## config.mk

```make
export PLATFORM = sky130hd
export DESIGN_NAME = hpgp_itl_ctrl
export DESIGN_NICKNAME = d
export VERILOG_FILES = /design/src/rtl/hpgp_itl_ctrl.sv
export SDC_FILE = /design/constraint.sdc
export NUM_CORES = 1
export LEC_CHECK = 0
export CAP_MARGIN = 20
export CORE_MARGIN = 2
export CORE_UTILIZATION = 30
export CTS_BUF_LIST = sky130_fd_sc_hd__clkbuf_2 sky130_fd_sc_hd__clkbuf_4 sky130_fd_sc_hd__clkbuf_8
export DETAILED_ROUTE_END_ITERATION = 6
export DONT_BUFFER_PORTS = 1
export SLEW_MARGIN = 20
export SYNTH_ARGS = -nofsm -noshare
export SYNTH_HDL_FRONTEND = slang
export SYNTH_SLANG_ARGS = --single-unit
```

## constraint.sdc

```tcl
create_clock -name clk -period 3.35 [get_ports clk]
set_input_delay 0.67 -clock clk [delete_from_list [all_inputs] [get_ports clk]]
set_output_delay 0.67 -clock clk [all_outputs]
set_load 0.01 [all_outputs]
```

## src/rtl/hpgp_itl_ctrl.sv

```systemverilog
// Sequencer for the HPGP turbo-interleaver datapath: linear fill, interleaved
// read sweep, and framed forwarding of the returned pairs.
module hpgp_itl_ctrl #(
  parameter int D_WIDTH   = 2,
  parameter int A_WIDTH   = 12,
  parameter int PB136_LEN = 544,
  parameter int PB520_LEN = 2080,
  parameter int PB136_OFS = 0,
  parameter int PB520_OFS = 544
) (
  input  logic               clk,
  input  logic               rst,
  input  logic               start,
  input  logic               pb_sel,
  output logic               busy,
  input  logic [D_WIDTH-1:0] din,
  input  logic               din_vld,
  output logic               din_rdy,
  input  logic               din_last,
  output logic [D_WIDTH-1:0] dout,
  output logic               dout_vld,
  output logic               dout_last,
  output logic               done,
  output logic               len_err,
  output logic [D_WIDTH-1:0] ram_wdata,
  output logic [A_WIDTH-1:0] ram_waddr,
  output logic               ram_wen,
  output logic [A_WIDTH-1:0] ram_pb_offset,
  output logic               ram_din_vld,
  input  logic [D_WIDTH-1:0] ram_rdata_itl,
  input  logic               ram_dout_vld
);

  typedef enum logic [1:0] {S_IDLE, S_FILL, S_DRAIN, S_FLUSH} state_t;

  localparam logic [A_WIDTH-1:0] N136 = A_WIDTH'(PB136_LEN);
  localparam logic [A_WIDTH-1:0] N520 = A_WIDTH'(PB520_LEN);
  localparam logic [A_WIDTH-1:0] O136 = A_WIDTH'(PB136_OFS);
  localparam logic [A_WIDTH-1:0] O520 = A_WIDTH'(PB520_OFS);

  state_t             state_q, state_d;
  logic [A_WIDTH-1:0] n_q, n_d;
  logic [A_WIDTH-1:0] wcnt_q, wcnt_d;
  logic [A_WIDTH-1:0] rcnt_q, rcnt_d;
  logic [A_WIDTH-1:0] ocnt_q, ocnt_d;
  logic               len_err_q, len_err_d;
  logic [D_WIDTH-1:0] dout_q, dout_d;
  logic               dout_vld_q, dout_vld_d;
  logic               dout_last_q, dout_last_d;
  logic               done_q, done_d;
  logic [D_WIDTH-1:0] ram_wdata_q, ram_wdata_d;
  logic [A_WIDTH-1:0] ram_waddr_q, ram_waddr_d;
  logic               ram_wen_q, ram_wen_d;
  logic [A_WIDTH-1:0] ram_pb_offset_q, ram_pb_offset_d;
  logic               ram_din_vld_q, ram_din_vld_d;

  logic [A_WIDTH-1:0] n_m1;
  logic               hs;

  assign n_m1 = n_q - 1'b1;
  assign hs   = din_vld && (state_q == S_FILL);

  always_comb begin
    state_d         = state_q;
    n_d             = n_q;
    wcnt_d          = wcnt_q;
    rcnt_d          = rcnt_q;
    ocnt_d          = ocnt_q;
    len_err_d       = len_err_q;
    dout_d          = dout_q;
    dout_vld_d      = 1'b0;
    dout_last_d     = 1'b0;
    done_d          = 1'b0;
    ram_wdata_d     = ram_wdata_q;
    ram_waddr_d     = ram_waddr_q;
    ram_wen_d       = 1'b0;
    ram_pb_offset_d = ram_pb_offset_q;
    ram_din_vld_d   = 1'b0;

    case (state_q)
      S_IDLE: begin
        if (start) begin
          n_d             = pb_sel ? N520 : N136;
          ram_pb_offset_d = pb_sel ? O520 : O136;
          wcnt_d          = '0;
          rcnt_d          = '0;
          ocnt_d          = '0;
          len_err_d       = 1'b0;
          state_d         = S_FILL;
        end
      end
      S_FILL: begin
        if (hs) begin
          ram_wen_d   = 1'b1;
          ram_waddr_d = wcnt_q;
          ram_wdata_d = din;
          wcnt_d      = wcnt_q + 1'b1;
          // din_last must coincide exactly with the Nth pair
          if (din_last != (wcnt_q == n_m1)) len_err_d = 1'b1;
          if (wcnt_q == n_m1) state_d = S_DRAIN;
        end
      end
      S_DRAIN: begin
        ram_waddr_d   = rcnt_q;
        ram_din_vld_d = 1'b1;
        rcnt_d        = rcnt_q + 1'b1;
        if (rcnt_q == n_m1) state_d = S_FLUSH;
      end
      S_FLUSH: begin
        if (ocnt_q == n_q) state_d = S_IDLE;
      end
      default: state_d = S_IDLE;
    endcase

    // returned pairs are only meaningful once the read sweep has begun
    if ((state_q == S_DRAIN || state_q == S_FLUSH) && ram_dout_vld) begin
      dout_d     = ram_rdata_itl;
      dout_vld_d = 1'b1;
      ocnt_d     = ocnt_q + 1'b1;
      if (ocnt_q == n_m1) begin
        dout_last_d = 1'b1;
        done_d      = 1'b1;
      end
    end
  end

  always_ff @(posedge clk) begin
    if (rst) begin
      state_q         <= S_IDLE;
      n_q             <= '0;
      wcnt_q          <= '0;
      rcnt_q          <= '0;
      ocnt_q          <= '0;
      len_err_q       <= 1'b0;
      dout_q          <= '0;
      dout_vld_q      <= 1'b0;
      dout_last_q     <= 1'b0;
      done_q          <= 1'b0;
      ram_wdata_q     <= '0;
      ram_waddr_q     <= '0;
      ram_wen_q       <= 1'b0;
      ram_pb_offset_q <= '0;
      ram_din_vld_q   <= 1'b0;
    end else begin
      state_q         <= state_d;
      n_q             <= n_d;
      wcnt_q          <= wcnt_d;
      rcnt_q          <= rcnt_d;
      ocnt_q          <= ocnt_d;
      len_err_q       <= len_err_d;
      dout_q          <= dout_d;
      dout_vld_q      <= dout_vld_d;
      dout_last_q     <= dout_last_d;
      done_q          <= done_d;
      ram_wdata_q     <= ram_wdata_d;
      ram_waddr_q     <= ram_waddr_d;
      ram_wen_q       <= ram_wen_d;
      ram_pb_offset_q <= ram_pb_offset_d;
      ram_din_vld_q   <= ram_din_vld_d;
    end
  end

  assign busy          = (state_q != S_IDLE);
  assign din_rdy       = (state_q == S_FILL);
  assign len_err       = len_err_q;
  assign dout          = dout_q;
  assign dout_vld      = dout_vld_q;
  assign dout_last     = dout_last_q;
  assign done          = done_q;
  assign ram_wdata     = ram_wdata_q;
  assign ram_waddr     = ram_waddr_q;
  assign ram_wen       = ram_wen_q;
  assign ram_pb_offset = ram_pb_offset_q;
  assign ram_din_vld   = ram_din_vld_q;

endmodule

```

==> results of run 1 <==
## power by group through the flow
stage / Sequential [uW] / Combinational [uW] / Clock [uW]
final: 973 / 695 / 657
after detailed placement: 995 / 695 / 0
after global placement: 987 / 687 / 0
after CTS: 978 / 698 / 683
after floorplan: 959 / 628 / 0
after global routing: 992 / 793 / 713
## flip-flops by register name, indices dropped and copies added (netlist names)
name	cells
len_err	1
ram_wdata	2
done	1
n_q	2
state_q	2
ram_pb_offset	1
dout	2
ram_waddr	12
ram_din_vld	1
rcnt_q	12
ocnt_q	12
wcnt_q	12
ram_wen	1
dout_vld	1
## synthesized netlist by cell type (3+ instances only)
| cell type | n |
|---|---|
| a211oi_1 | 15 |
| a21oi_1 | 22 |
| a22oi_1 | 4 |
| a311oi_1 | 6 |
| a31oi_1 | 5 |
| and3_1 | 3 |
| and4_1 | 3 |
| buf_4 | 13 |
| buf_6 | 3 |
| clkbuf_1 | 13 |
| clkbuf_8 | 3 |
| dfxtp_1 | 62 |
| ha_1 | 9 |
| inv_1 | 11 |
| mux2i_1 | 14 |
| nand2_1 | 31 |
| nand3_1 | 15 |
| nand4_1 | 6 |
| nor2_1 | 59 |
| nor2b_1 | 3 |
| o21ai_0 | 12 |
| xnor2_1 | 12 |
| xor2_1 | 20 |
## final cells by class
cell class | count | area, um^2
clock buffers | 10 | 131
flip-flops and latches | 62 | 1240
multi-input cells | 277 | 1710
repair buffers | 3 | 22.5
inverters | 11 | 41.3
clock inverters | 6 | 62.6
well taps | 136 | 170
fillers | 1074 | 6940
## stage by stage
stage          hold slack, ns  area, um^2  std cells
5_1_grt                 0.369        3380        505
3_5_place_dp            0.487        3190        489
4_1_cts                 0.369        3380        505
3_3_place_gp            0.488        3190        489
6_report                0.393        3380        505
2_1_floorplan           0.468        3220        383
## worst max-delay path, stage by stage, from the launching register on
cell and delay (ns):
dfxtp_1 0.48, inv_1 0.18, ha_1 0.39, xnor2_1 0.14
or4_1 0.46, nor3_1 0.22, o2111ai_1 0.21, a211o_1 0.27
a21oi_1 0.12
## final timing paths
check / startpoint / endpoint / slack, ns / cells past startpoint
max: n_q[5] / state_q[0] / 0.81 / 8
max reg2reg: n_q[5] / state_q[0] / 0.81 / 8
min: rst / n_q[5] / 0.39 / 1
min reg2reg: dout[1] / dout[1] / 0.50 / 2
## cell families after synthesis
logic type	Yosys count	share of synthesized area
XOR/XNOR	32	0.0879
buffers and inverters	44	0.0847
adder cells (fa/ha/maj)	9	0.0353
flip-flops	62	0.389
AO/OA/AOI/OAI	75	0.157
AND/OR/NAND/NOR	137	0.201
other	1	0.00118
multiplexers	14	0.0439
## layer usage
| metal | GRT usage | up-vias |
|---|---|---|
| met5 | 0 | - |
| met4 | 0.0566 | 0 |
| met3 | 0.0419 | 9 |
| met2 | 0.198 | 73 |
| met1 | 0.185 | 1169 |
| li1 | - | 1263 |
==> flow_summary.json, run 1 <==
{
  "clk-insertion-delay-late_ns": 0.35,
  "setup-violations-final": 0,
  "place_congestion": 0.894,
  "cts-root-buf": "clkbuf_8",
  "yosysWarnings": 0,
  "final_cell_mix": "dfxtp_1 (62), nor2_1 (59), nand2_1 (31), a21oi_1 (22), xor2_1 (20)",
  "route.detailed.drc": 0,
  "numPortBuffers": 0,
  "syn_to_final_growth_pct": 6.00,
  "drv_slew": 0,
  "grt_pass1_wl_um": 12200,
  "synth-main-ff-cell": "dfxtp_1",
  "fin_crit_ns": 2.54,
  "pre_cts_slack_ns": 0.831,
  "cts_hold_buf": 0,
  "tightest_slew_ns": 0.723,
  "p_sw_frac": 0.380,
  "grt_overflow": 0,
  "core-area_um2": 10300,
  "hold_viol_final": 0,
  "comb_power_share": 0.299,
  "end_kind": "flop",
  "max-cap-violations": 0,
  "p_leak_uw": 0.00116,
  "fmaxAchievable_mhz": 393,
  "drt-total-wl_um": 7310,
  "yosysUniqueCellTypes": 44,
  "critPathArrivalTime_ns": 2.82,
  "htreeDepth": 3,
  "fin_nets": 384,
  "place.detailed.hpwl_um": 5210,
  "period_share": 0.759,
  "diodes": 0,
  "route.met2.wl_um": 3140,
  "netlist_instances": 374,
  "start_util": 0.309,
  "die_y_um": 107,
  "vias_per_cell": 4.98,
  "final_common_cell": "dfxtp_1",
  "ys_async_sr_fraction": 0,
  "clock-skew-final_ns": 0.0138,
  "p_int_uw": 1440,
  "numCtsBuffers": 9,
  "setup_slack_ns": 0.806,
  "die_width_um": 107,
  "clockBufferDepth": 2,
  "fin_util": 0.327,
  "ys_seq_area_frac": 0.389,
  "top_layer": "met4",
  "cp-start-kind": "flop",
  "routedWlPerCell_um": 14.5,
  "power.total_uw": 2330,
  "design.die.area_um2": 11500,
  "status": "finished, final reports clean",
  "switching_power_uw": 883,
  "synth_edf_count": 0,
  "cts_tree": "done",
  "cp.required_ns": 3.62,
  "met3WireLength_um": 531,
  "rsz0062_at_grt": "false",
  "grt_max_degree": 46,
  "seqPwrFrac": 0.418,
  "grt_pass1_vias": 2450,
  "row_count": 37,
  "max_slew_margin": 0.517,
  "synth-seq-cells": 62,
  "drt_iter0_drc": 157,
  "hold_path_class": "input pin to flop",
  "wl_met1_um": 3540,
  "antenna_found_initial": 0,
  "track_usage": 0.136,
  "io_pins": 47,
  "path_class": "flop to flop",
  "synth.avg_cell_area_um2": 8.53,
  "clkTransAtPathRegs_ns": 0.08,
  "cts_setup_buffers": 0,
  "cts.repair.resized": 0,
  "ant_nets": 0,
  "cp_max_fo": 7,
  "post-synth-top-area-fraction": 0.389,
  "drive_gt1_frac": 0.0650,
  "first_pass_iters": 5,
  "powerDensity_nw_per_um2": 688,
  "vdd_drop_max_v": 0.000232,
  "clkPwrFrac": 0.283,
  "setup_tns_ns": 0,
  "clkSinkCount": 62,
  "synthTopCellsByArea": "dfxtp_1 (39%), nor2_1 (6.9%), xor2_1 (5.5%)",
  "via_count": 2514,
  "yosysTopAreaCell": "dfxtp_1",
  "syn_area_um2": 3190
}
Power figures use the tool's default switching activity.
==> inputs of run 2 (changes only) <==
==> constraint.sdc (replaced) <==
create_clock -name clk -period 2.09 [get_ports clk]
set_input_delay 0.418 -clock clk [delete_from_list [all_inputs] [get_ports clk]]
set_output_delay 0.418 -clock clk [all_outputs]
set_load 0.01 [all_outputs]
==> flow_summary.json, run 2 (same netlist as run 1, synthesis figures left out) <==
{
  "status": "finished, final reports clean",
  "vias_per_cell": 4.99,
  "grt_overflow": 0,
  "fin_nets": 406,
  "die_width_um": 107,
  "grt_pass1_wl_um": 12500,
  "design.die.area_um2": 11500,
  "final_cell_mix": "nor2_1 (58), dfxtp_1 (58), nand2_1 (31), buf_4 (25), a21oi_1 (22)",
  "numPortBuffers": 0,
  "cts_setup_buffers": 0,
  "cp-start-kind": "flop",
  "clk-insertion-delay-late_ns": 0.35,
  "routedWlPerCell_um": 14.3,
  "critPathArrivalTime_ns": 2.30,
  "fmaxAchievable_mhz": 493,
  "pre_cts_slack_ns": 0.0107,
  "io_pins": 47,
  "period_share": 0.970,
  "htreeDepth": 3,
  "die_y_um": 107,
  "via_count": 2631,
  "hold_end": "ram_wdata[0]",
  "setup_tns_ns": 0,
  "track_usage": 0.140,
  "cts_hold_buf": 0,
  "start_util": 0.309,
  "p_leak_uw": 0.00132,
  "place_congestion": 0.855,
  "vdd_drop_max_v": 0.000456,
  "first_pass_iters": 5,
  "fin_crit_ns": 2.03,
  "cp_max_fo": 5,
  "path_class": "flop to flop",
  "row_count": 37,
  "route.detailed.drc": 0,
  "place.detailed.hpwl_um": 5300,
  "drv_slew": 0,
  "clkSinkCount": 62,
  "diodes": 0,
  "antenna_found_initial": 0,
  "ant_nets": 0,
  "numCtsBuffers": 9,
  "hold_path_class": "input pin to flop",
  "grt_max_degree": 46,
  "drt_iter0_drc": 206,
  "syn_to_final_growth_pct": 15.1,
  "clockBufferDepth": 2,
  "cts-root-buf": "clkbuf_8",
  "cp.required_ns": 2.37,
  "core-area_um2": 10300,
  "cts_tree": "done",
  "rsz0062_at_grt": "true",
  "r2r-end": "state_q[0]",
  "setup-violations-final": 0,
  "powerDensity_nw_per_um2": 1150,
  "setup_slack_ns": 0.0635,
  "clock-skew-final_ns": 0.0123,
  "r2r-start": "n_q[5]",
  "clkTransAtPathRegs_ns": 0.08,
  "hold_viol_final": 0,
  "end_kind": "flop",
  "drt-total-wl_um": 7540,
  "reg2reg_depth": 8,
  "ff2ff_setup_slack_ns": 0.06,
  "grt_pass1_vias": 2451,
  "max-cap-violations": 0,
  "min_path_cells": 1,
  "drive_gt1_frac": 0.146,
  "hold_start": "rst"
}
[run 2: how the worst max path moves through the flow]
stage,from,end,depth (start not counted)
global route,n_q[5],state_q[0],8
detailed placement,rcnt_q[0],state_q[0],7
floorplan,n_q[5],state_q[0],9
global placement,rcnt_q[0],state_q[0],7
finish,n_q[5],state_q[0],8
CTS,rcnt_q[1],state_q[0],7
[run 2: metrics by stage]
step	power [uW]	std cells	utilization	hold WS [ns]	area, um^2
detailed placement	2870	511	0.326	0.491	3360
CTS	4250	527	0.351	0.115	3620
finish	4230	527	0.355	0.140	3670
global placement	2840	511	0.326	0.487	3360
floorplan	2570	383	-	0.468	3240
global route	4520	527	0.355	0.102	3670
[run 2: area by class of cell]
type	count	area [um^2]
fill	1054	6650
multi-input combinational	277	1770
sequential	62	1250
timing repair buffer	25	188
tap	136	170
clock inverter	7	128
clock buffer	9	124
inverter	11	41.3
[run 2: what timing repair did]
| action | CTS | global route |
|---|---|---|
| endpoints found under the hold margin | 0 | 0 |
| cloned | 0 | 0 |
| setup endpoints to repair | 1 | 6 |
| resized for setup | 2 | 13 |
| pin swaps | 0 | 4 |
[run 2: routing by layer]
| layer | share of wire | up-vias | track usage |
|---|---|---|---|
| met4 | 0.012 | 0 | 0.0362 |
| met2 | 0.43 | 89 | 0.212 |
| met1 | 0.48 | 1228 | 0.190 |
| met3 | 0.070 | 8 | 0.0456 |
| li1 | - | 1306 | - |
| met5 | 0 | - | 0 |
[run 2: critical path, stage by stage (launching register included)]
cell	delay, ns
dfxtp_2	0.33
inv_1	0.07
ha_4	0.19
xor2_1	0.15
or4_4	0.50
nor3_4	0.18
o2111ai_2	0.18
a211o_1	0.26
a21oi_1	0.11
[run 2: report_power, final]
part / switching (uW) / internal (uW) / leakage [uW]
logic: 802 / 536 / 0.000693
registers: 178 / 1360 / 0.000504
clock network: 543 / 813 / 0.000127
